### src/rtl/nlms_sample_driver.sv
// nlms_sample_driver: buffers (x, d) sample pairs from an upstream stream in a
// small FIFO and issues them to the NLMS core one pair per start pulse,
// counting issued pairs against a programmed run length.
module nlms_sample_driver #(
    parameter int unsigned DATA_WIDTH = 16,
    parameter int unsigned FIFO_DEPTH = 8,
    parameter int unsigned CNT_WIDTH  = 16
) (
    input  logic                        clk,
    input  logic                        rst,
    input  logic                        go,
    input  logic [CNT_WIDTH-1:0]        num_samples,
    input  logic                        s_valid,
    output logic                        s_ready,
    input  logic [DATA_WIDTH-1:0]       s_x,
    input  logic [DATA_WIDTH-1:0]       s_d,
    output logic                        core_start,
    input  logic                        core_ready,
    input  logic                        core_idle,
    output logic [DATA_WIDTH-1:0]       input_signal,
    output logic [DATA_WIDTH-1:0]       desired_signal_out,
    output logic                        busy,
    output logic                        done,
    output logic [CNT_WIDTH-1:0]        sample_count,
    output logic [$clog2(FIFO_DEPTH):0] fifo_level
);

    localparam int unsigned AW = $clog2(FIFO_DEPTH);
    localparam int unsigned LW = AW + 1;
    localparam int unsigned PW = 2 * DATA_WIDTH;

    typedef enum logic [1:0] {
        S_IDLE  = 2'd0,
        S_RUN   = 2'd1,
        S_WAIT  = 2'd2,
        S_DRAIN = 2'd3
    } state_t;

    state_t                r_state;
    state_t                w_state_nxt;

    logic [PW-1:0]         r_mem [FIFO_DEPTH];
    logic [AW-1:0]         r_wr_ptr;
    logic [AW-1:0]         r_rd_ptr;
    logic [LW-1:0]         r_level;
    logic                  r_s_ready;

    logic [CNT_WIDTH-1:0]  r_n;
    logic [CNT_WIDTH-1:0]  r_count;
    logic                  r_done;
    logic                  r_busy;
    logic                  r_core_start;
    logic [DATA_WIDTH-1:0] r_x;
    logic [DATA_WIDTH-1:0] r_d;

    logic                  w_push;
    logic                  w_pop;
    logic                  w_load;
    logic                  w_cnt_inc;
    logic                  w_set_done;
    logic [LW-1:0]         w_level_nxt;
    logic [CNT_WIDTH-1:0]  w_count_inc;
    logic [PW-1:0]         w_head;

    // s_ready is registered, so a full FIFO refuses a push even when it pops
    // in the same cycle; no entry is ever overwritten.
    assign w_push      = s_valid && r_s_ready;
    assign w_level_nxt = r_level + LW'(w_push) - LW'(w_pop);
    assign w_count_inc = r_count + CNT_WIDTH'(1);
    assign w_head      = r_mem[r_rd_ptr];

    // FIFO storage; contents need no reset because the pointers qualify them
    always_ff @(posedge clk) begin
        if (w_push) begin
            r_mem[r_wr_ptr] <= {s_x, s_d};
        end
    end

    // FIFO pointers, occupancy and upstream ready
    always_ff @(posedge clk or negedge rst) begin
        if (!rst) begin
            r_wr_ptr  <= '0;
            r_rd_ptr  <= '0;
            r_level   <= '0;
            r_s_ready <= 1'b1;
        end else begin
            if (w_push) begin
                r_wr_ptr <= r_wr_ptr + AW'(1);
            end
            if (w_pop) begin
                r_rd_ptr <= r_rd_ptr + AW'(1);
            end
            r_level   <= w_level_nxt;
            r_s_ready <= (w_level_nxt != LW'(FIFO_DEPTH));
        end
    end

    // FSM state register
    always_ff @(posedge clk or negedge rst) begin
        if (!rst) begin
            r_state <= S_IDLE;
        end else begin
            r_state <= w_state_nxt;
        end
    end

    // FSM next state and per-cycle action strobes
    always_comb begin
        w_state_nxt = r_state;
        w_pop       = 1'b0;
        w_load      = 1'b0;
        w_cnt_inc   = 1'b0;
        w_set_done  = 1'b0;
        case (r_state)
            S_IDLE: begin
                if (go) begin
                    w_load      = 1'b1;
                    w_state_nxt = (num_samples != '0) ? S_RUN : S_DRAIN;
                end
            end
            S_RUN: begin
                if ((r_level != '0) && core_ready && (r_count < r_n)) begin
                    w_pop       = 1'b1;
                    w_state_nxt = S_WAIT;
                end
            end
            S_WAIT: begin
                w_cnt_inc   = 1'b1;
                w_state_nxt = (w_count_inc == r_n) ? S_DRAIN : S_RUN;
            end
            S_DRAIN: begin
                if (core_idle && !r_core_start) begin
                    w_set_done  = 1'b1;
                    w_state_nxt = S_IDLE;
                end
            end
            default: begin
                w_state_nxt = S_IDLE;
            end
        endcase
    end

    // Run bookkeeping, start pulse and the issued pair held toward the core
    always_ff @(posedge clk or negedge rst) begin
        if (!rst) begin
            r_n          <= '0;
            r_count      <= '0;
            r_done       <= 1'b0;
            r_busy       <= 1'b0;
            r_core_start <= 1'b0;
            r_x          <= '0;
            r_d          <= '0;
        end else begin
            if (w_load) begin
                r_n     <= num_samples;
                r_count <= '0;
                r_done  <= 1'b0;
            end
            if (w_cnt_inc) begin
                r_count <= w_count_inc;
            end
            if (w_set_done) begin
                r_done <= 1'b1;
            end
            r_busy       <= (w_state_nxt != S_IDLE);
            r_core_start <= w_pop;
            if (w_pop) begin
                {r_x, r_d} <= w_head;
            end
        end
    end

    assign s_ready            = r_s_ready;
    assign core_start         = r_core_start;
    assign input_signal       = r_x;
    assign desired_signal_out = r_d;
    assign busy               = r_busy;
    assign done               = r_done;
    assign sample_count       = r_count;
    assign fifo_level         = r_level;

endmodule

### config.mk
export PLATFORM = sky130hd
export DESIGN_NAME = nlms_sample_driver
export DESIGN_NICKNAME = d
export VERILOG_FILES = /design/src/rtl/nlms_sample_driver.sv
export SDC_FILE = /design/constraint.sdc
export NUM_CORES = 1
export LEC_CHECK = 0
export CELL_PAD_IN_SITES_DETAIL_PLACEMENT = 2
export CELL_PAD_IN_SITES_GLOBAL_PLACEMENT = 2
export CORE_ASPECT_RATIO = 0.75
export CORE_UTILIZATION = 44
export CTS_CLUSTER_DIAMETER = 200
export CTS_CLUSTER_SIZE = 10
export DETAILED_ROUTE_END_ITERATION = 7
export PLACE_DENSITY_LB_ADDON = 0.1
export SYNTH_ARGS = -nofsm -noshare
export SYNTH_HDL_FRONTEND = slang
export SYNTH_SLANG_ARGS = --single-unit
### constraint.sdc
create_clock -name clk -period 5.2 [get_ports clk]
set_input_delay 0.78 -clock clk [delete_from_list [all_inputs] [get_ports clk]]
set_output_delay 0.78 -clock clk [all_outputs]
set_load 0.02 [all_outputs]
Yosys cells after proc, flatten, opt, wreduce, memory -nomap -nowiden
Memory sizes are Yosys's and may differ from the RTL's. A register that Yosys moved wholly into a read port is not among the register bits.
Index checks and enable logic that the tools add are counted.
Storage, ports and cells
  word-level logic and storage cells: 53
  memories: 1
  bits in registers: 48
  bits of input ports: 54
  output and inout port bits: 56
  bits in writable memories: 256
Memory list
  r_mem: depth 8, width 32, read ports 1, clocked after Yosys merged registers in 1, wr ports 1, RTL line 42  | logic [PW-1:0] r_mem [FIFO_DEPTH];
Cells by class
  order comparisons: 1
  muxes and demuxes: 19
  $add $sub $neg: 5
  reductions and logical operators: 12
  eq/ne operators: 5
Operators by type and width (number)
  two-way mux 16 bit: 2
  adder 16 x 1 -> 16 bit (second input constant): 1
  equality test 16 bit: 1
  less-than comparator 16 bit: 1
  nonzero test 16 bit: 1
  two-way mux 1 bit: 11
  two-way mux 2 bit: 5
  one-hot mux 2 bit (4 select lines): 1
  adder 3 x 1 -> 3 bit (second input constant): 2
  nonzero test 2 bit: 3
  adder 4 x 1 -> 4 bit: 1
  equality test 2 bit (second input constant): 2
  logical AND 1 bit: 4
  != test 4 bit (second input constant): 1
  nonzero test 4 bit: 1
  subtractor 4 x 1 -> 4 bit: 1
  equality test 2 x 1 -> 1 bit (second input constant): 1
  zero test 1 bit: 2
  zero test 2 bit: 1

Logic depth before layout (Yosys ltp)
  depth in word-level cells: 7
  depth in mapped cells: 16
  depth with buffers taken out: 15

Worst setup path before layout
No wires, ideal clock.
  path type: in2reg
  from: input port s_valid
  to: memory r_mem[0][0] in the netlist's numbering (enable)
  stages on the path: 3
  slack: 1.338 ns
  data required time: 4.739 ns
  setup time: 0.461 ns
  arrival time: 3.401 ns
  buffers on the path: 0
  path through: nand2_1 > or2_2 > nor3_1
Between the ends
  word-level cells in the longest chain between the ends: 3
RTL lines
  start: declaration: RTL line 13  | input logic s_valid,
  logical AND 1 bit: RTL line 67  | assign w_push = s_valid && r_s_ready;
  two-way mux 1 bit: RTL line 74  | if (w_push) begin
  two-way mux 1 bit (implied by the code): RTL line 75  | r_mem[r_wr_ptr] <= {s_x, s_d};
  end: declaration: RTL line 42
No other way between the ends.

Final worst setup path
  from: register r_count[13] (netlist: sample_count[13])
  to: register r_s_ready (netlist: s_ready)
Between the ends
  word-level cells in the longest chain between the ends: 6
RTL lines
  start: declaration: RTL line 49  | logic [CNT_WIDTH-1:0] r_count;
  start signal: assignment: RTL line 160  | r_count <= w_count_inc;
  less-than comparator 16 bit: RTL line 122  | if ((r_level != '0) && core_ready && (r_count < r_n)) begin
  logical AND 1 bit: RTL line 122
  two-way mux 1 bit: RTL line 122
  two-way mux 1 bit: RTL line 114  | case (r_state)
  named net w_pop: RTL line 57  | logic w_pop;
  subtractor 4 x 1 -> 4 bit: RTL line 68  | assign w_level_nxt = r_level + LW'(w_push) - LW'(w_pop);
  named net w_level_nxt[3]: RTL line 61  | logic [LW-1:0] w_level_nxt;
  != test 4 bit: RTL line 94  | r_s_ready <= (w_level_nxt != LW'(FIFO_DEPTH));
  end signal: assignment: RTL line 94
  end: declaration: RTL line 46  | logic r_s_ready;
The timed path passes the listed nets, and every way through them passes these cells.
A chain may end at the register's enable or synchronous reset.

==> impl_metrics.yaml <==
global_routing:
  grt_max_degree: 48
  antenna_found_initial: 3
  grt_pass1_wl_um: 56100
  grtUsageTotal_pct: 24.0
  grt_pass1_vias: 8875
  grt_overflow: 0
clocking:
  postCtsHoldBufs: 0
  cts_tree: "yes"
  cts_inserted_buffers: 39
  cts.htree.levels: 2
  clock_latency_ns: 0.53
  clkSinkCount: 336
  cts-resized-gates: 0
  post-cts-setup-buffers: 0
  cts-root-buf: "clkbuf_16"
  clkSlewWorstSetupHoldPaths_ns: 0.06
  clockBufferDepth: 3
floorplan:
  die_area_um2: 32200
  die_height_um: 156
  die_width_um: 207
  core_um2: 30600
  io_pins: 110
  start_util_pct: 45.4
  row_count: 55
run:
  max_cap_viol_count: 0
critical_path:
  reg2reg_depth: 14
  worst_ep_required_time_ns: 5.64
  crit_arrival_ns: 4.33
  worstSetupPathType: "register to register"
  endpoint_kind: "register"
  cp-start-kind: "register"
  critPathMaxFanout: 13
yosys:
  netlist_instances: 789
  yosys_warnings: 0
  ys_types: 58
  synth.avg_cell_area_um2: 17.6
  synthArstFlopShare_pct: 23.8
  syn_nets: 868
  synth-seq-cells: 336
  synth_edf_count: 256
  synth_area_um2: 13900
  seq_area_frac_synth_pct: 69.9
  synth_ff_type: "edfxtp_1"
outcome:
  status: "finished clean"
layout:
  drive_gt1_share_pct: 19.6
  fin_nets: 997
  finish.utilization_pct: 54.4
  layout_common_cells: "edfxtp_1 (256), clkdlybuf4s50_1 (108), dfrtp_1 (76), mux4_2 (64), mux2_2 (41)"
  layout_commonest_cell: "edfxtp_1"
  synthToLayoutAreaGrowth_pct: 19.9
placement:
  dp_hpwl_um: 23100
  gp_congestion: 0.818
  post-place-ws_ns: 1.23
  port_buffers: 109
detailed_routing:
  ant_nets: 0
  wirelength_um: 37100
  routed_via_density: 5.80
  dr.pass1.iters: 7
  wire_per_inst_um: 27.5
  vias: 7823
  drtIter0Drc: 422
  drc: 0
timing:
  fin_skew_ns: 0.0163
  grt_setup_unrepaired: "no"
  setup_violations: 0
  max_slew.worst_pin.slew_ns: 1.19
  min_period_over_period_pct: 74.7
  max_clock_freq_mhz: 257
  fin_ws_ns: 1.31
  final.min_clock_period_ns: 3.89
  slew_viol_final: 0
  finalHoldViolations: 0
  max-slew-margin-rel_pct: 20.3
  tns_ns: 0
pwr:
  ir_drop_mv: 0.322
  power_density_nw_per_um2: 558
  p_leak_uw: 0.00579
min_path:
  min_path_type: "input port to asynchronous set/reset pin"
## cells by family (layout without fill, tap and decap cells)
group	count (synthesis)	after routing	share of synthesized area, %
buffers and inverters	63	221	1.81
other	0	2	0
xor gates and xnor gates	20	20	1.26
DFF	336	336	69.9
AOI/OAI and AO/OA	90	90	4.13
muxes	133	133	16.0
adders and majority gates	25	25	2.31
and+or+nand+nor	122	122	4.57
## metal layers
metal	share of wire (%)	global-route usage, %	vias up
met4	2.0	6.12	2
li1	-	-	3369
met3	4.4	4.22	55
met2	51	40.4	211
met5	0.035	0	-
met1	43	32.2	4186
## through the flow
stage,total power (uW),instances,hold slack (ns),cell area (um2)
detailed placement,6830,1276,0.489,15500
global placement,6630,1276,0.475,15500
global route,9710,1347,0.384,16600
CTS,9390,1346,0.371,16600
finish,9270,1348,0.345,16600
floorplan,5650,789,0.484,13900
## where the power goes
part	switching (uW)	total (uW)	internal, uW
logic	1490	2920	1420
clock network	1050	2510	1460
registers	409	3840	3430
total	2950	9270	6320
## flip-flops by register name (all words and copies together), names as in the netlist
signal / cells
busy: 1
core_start: 1
desired_signal_out: 16
done: 1
fifo_level: 4
input_signal: 16
r_mem: 256
r_n: 16
r_rd_ptr: 3
r_state: 2
r_wr_ptr: 3
s_ready: 1
sample_count: 16
## synth_stat cells (5+ instances only)
master,n,share of area (%)
buf_2,12,0.43
nand3_1,10,0.36
xnor2_1,11,0.70
inv_1,26,0.70
nand4_1,5,0.23
or3_1,5,0.23
nor2b_1,5,0.23
a21oi_1,10,0.36
nor2_1,27,0.73
edfxtp_1,256,55
mux2_2,41,3.3
buf_1,7,0.19
dfrtp_1,79,14
and3_1,5,0.23
mux4_2,64,10
o21ai_0,35,1.3
clkbuf_1,18,0.49
a31oi_1,9,0.41
xor2_1,9,0.57
ha_1,24,2.2
o21ai_1,5,0.18
mux2_1,26,2.1
nand2_1,34,0.92
## path summary, 6_finish.rpt
path	from	endpoint	slack [ns]
max	sample_count[13]$_DFFE_PN0P_	s_ready$_DFF_PN1_	1.31
min reg2reg	desired_signal_out[3]$_DFFE_PN0P_	desired_signal_out[3]$_DFFE_PN0P_	0.49
max reg2reg	sample_count[13]$_DFFE_PN0P_	s_ready$_DFF_PN1_	1.31
min in group clk	desired_signal_out[3]$_DFFE_PN0P_	desired_signal_out[3]$_DFFE_PN0P_	0.49
min	rst	desired_signal_out[3]$_DFFE_PN0P_	0.35
max in group asynchronous	rst	r_rd_ptr[0]$_DFFE_PN0P_	3.81
## area by class of cell
cell class	count	area, um2
diodes	2	5.00
fillers	2707	13900
well taps	399	499
clock buffers	68	1080
repair buffers	125	1210
inverters	26	97.6
flip-flops and latches	336	9700
clock inverters	2	38.8
multi-input cells	390	3980
## critical path: stages (launching register included)
cell and delay, ns:
dfrtp_1 0.51, ha_1 0.37, a21o_1 0.16, a21oi_1 0.15, nor2b_1 0.09, a2111oi_2 0.46, o21ai_4 0.12, inv_1 0.12
ha_1 0.22, inv_1 0.09, ha_1 0.31, a21o_1 0.19, a21oi_1 0.18, xor2_1 0.22, or4b_2 0.60
No activity file was read; power rests on OpenSTA's default activity.
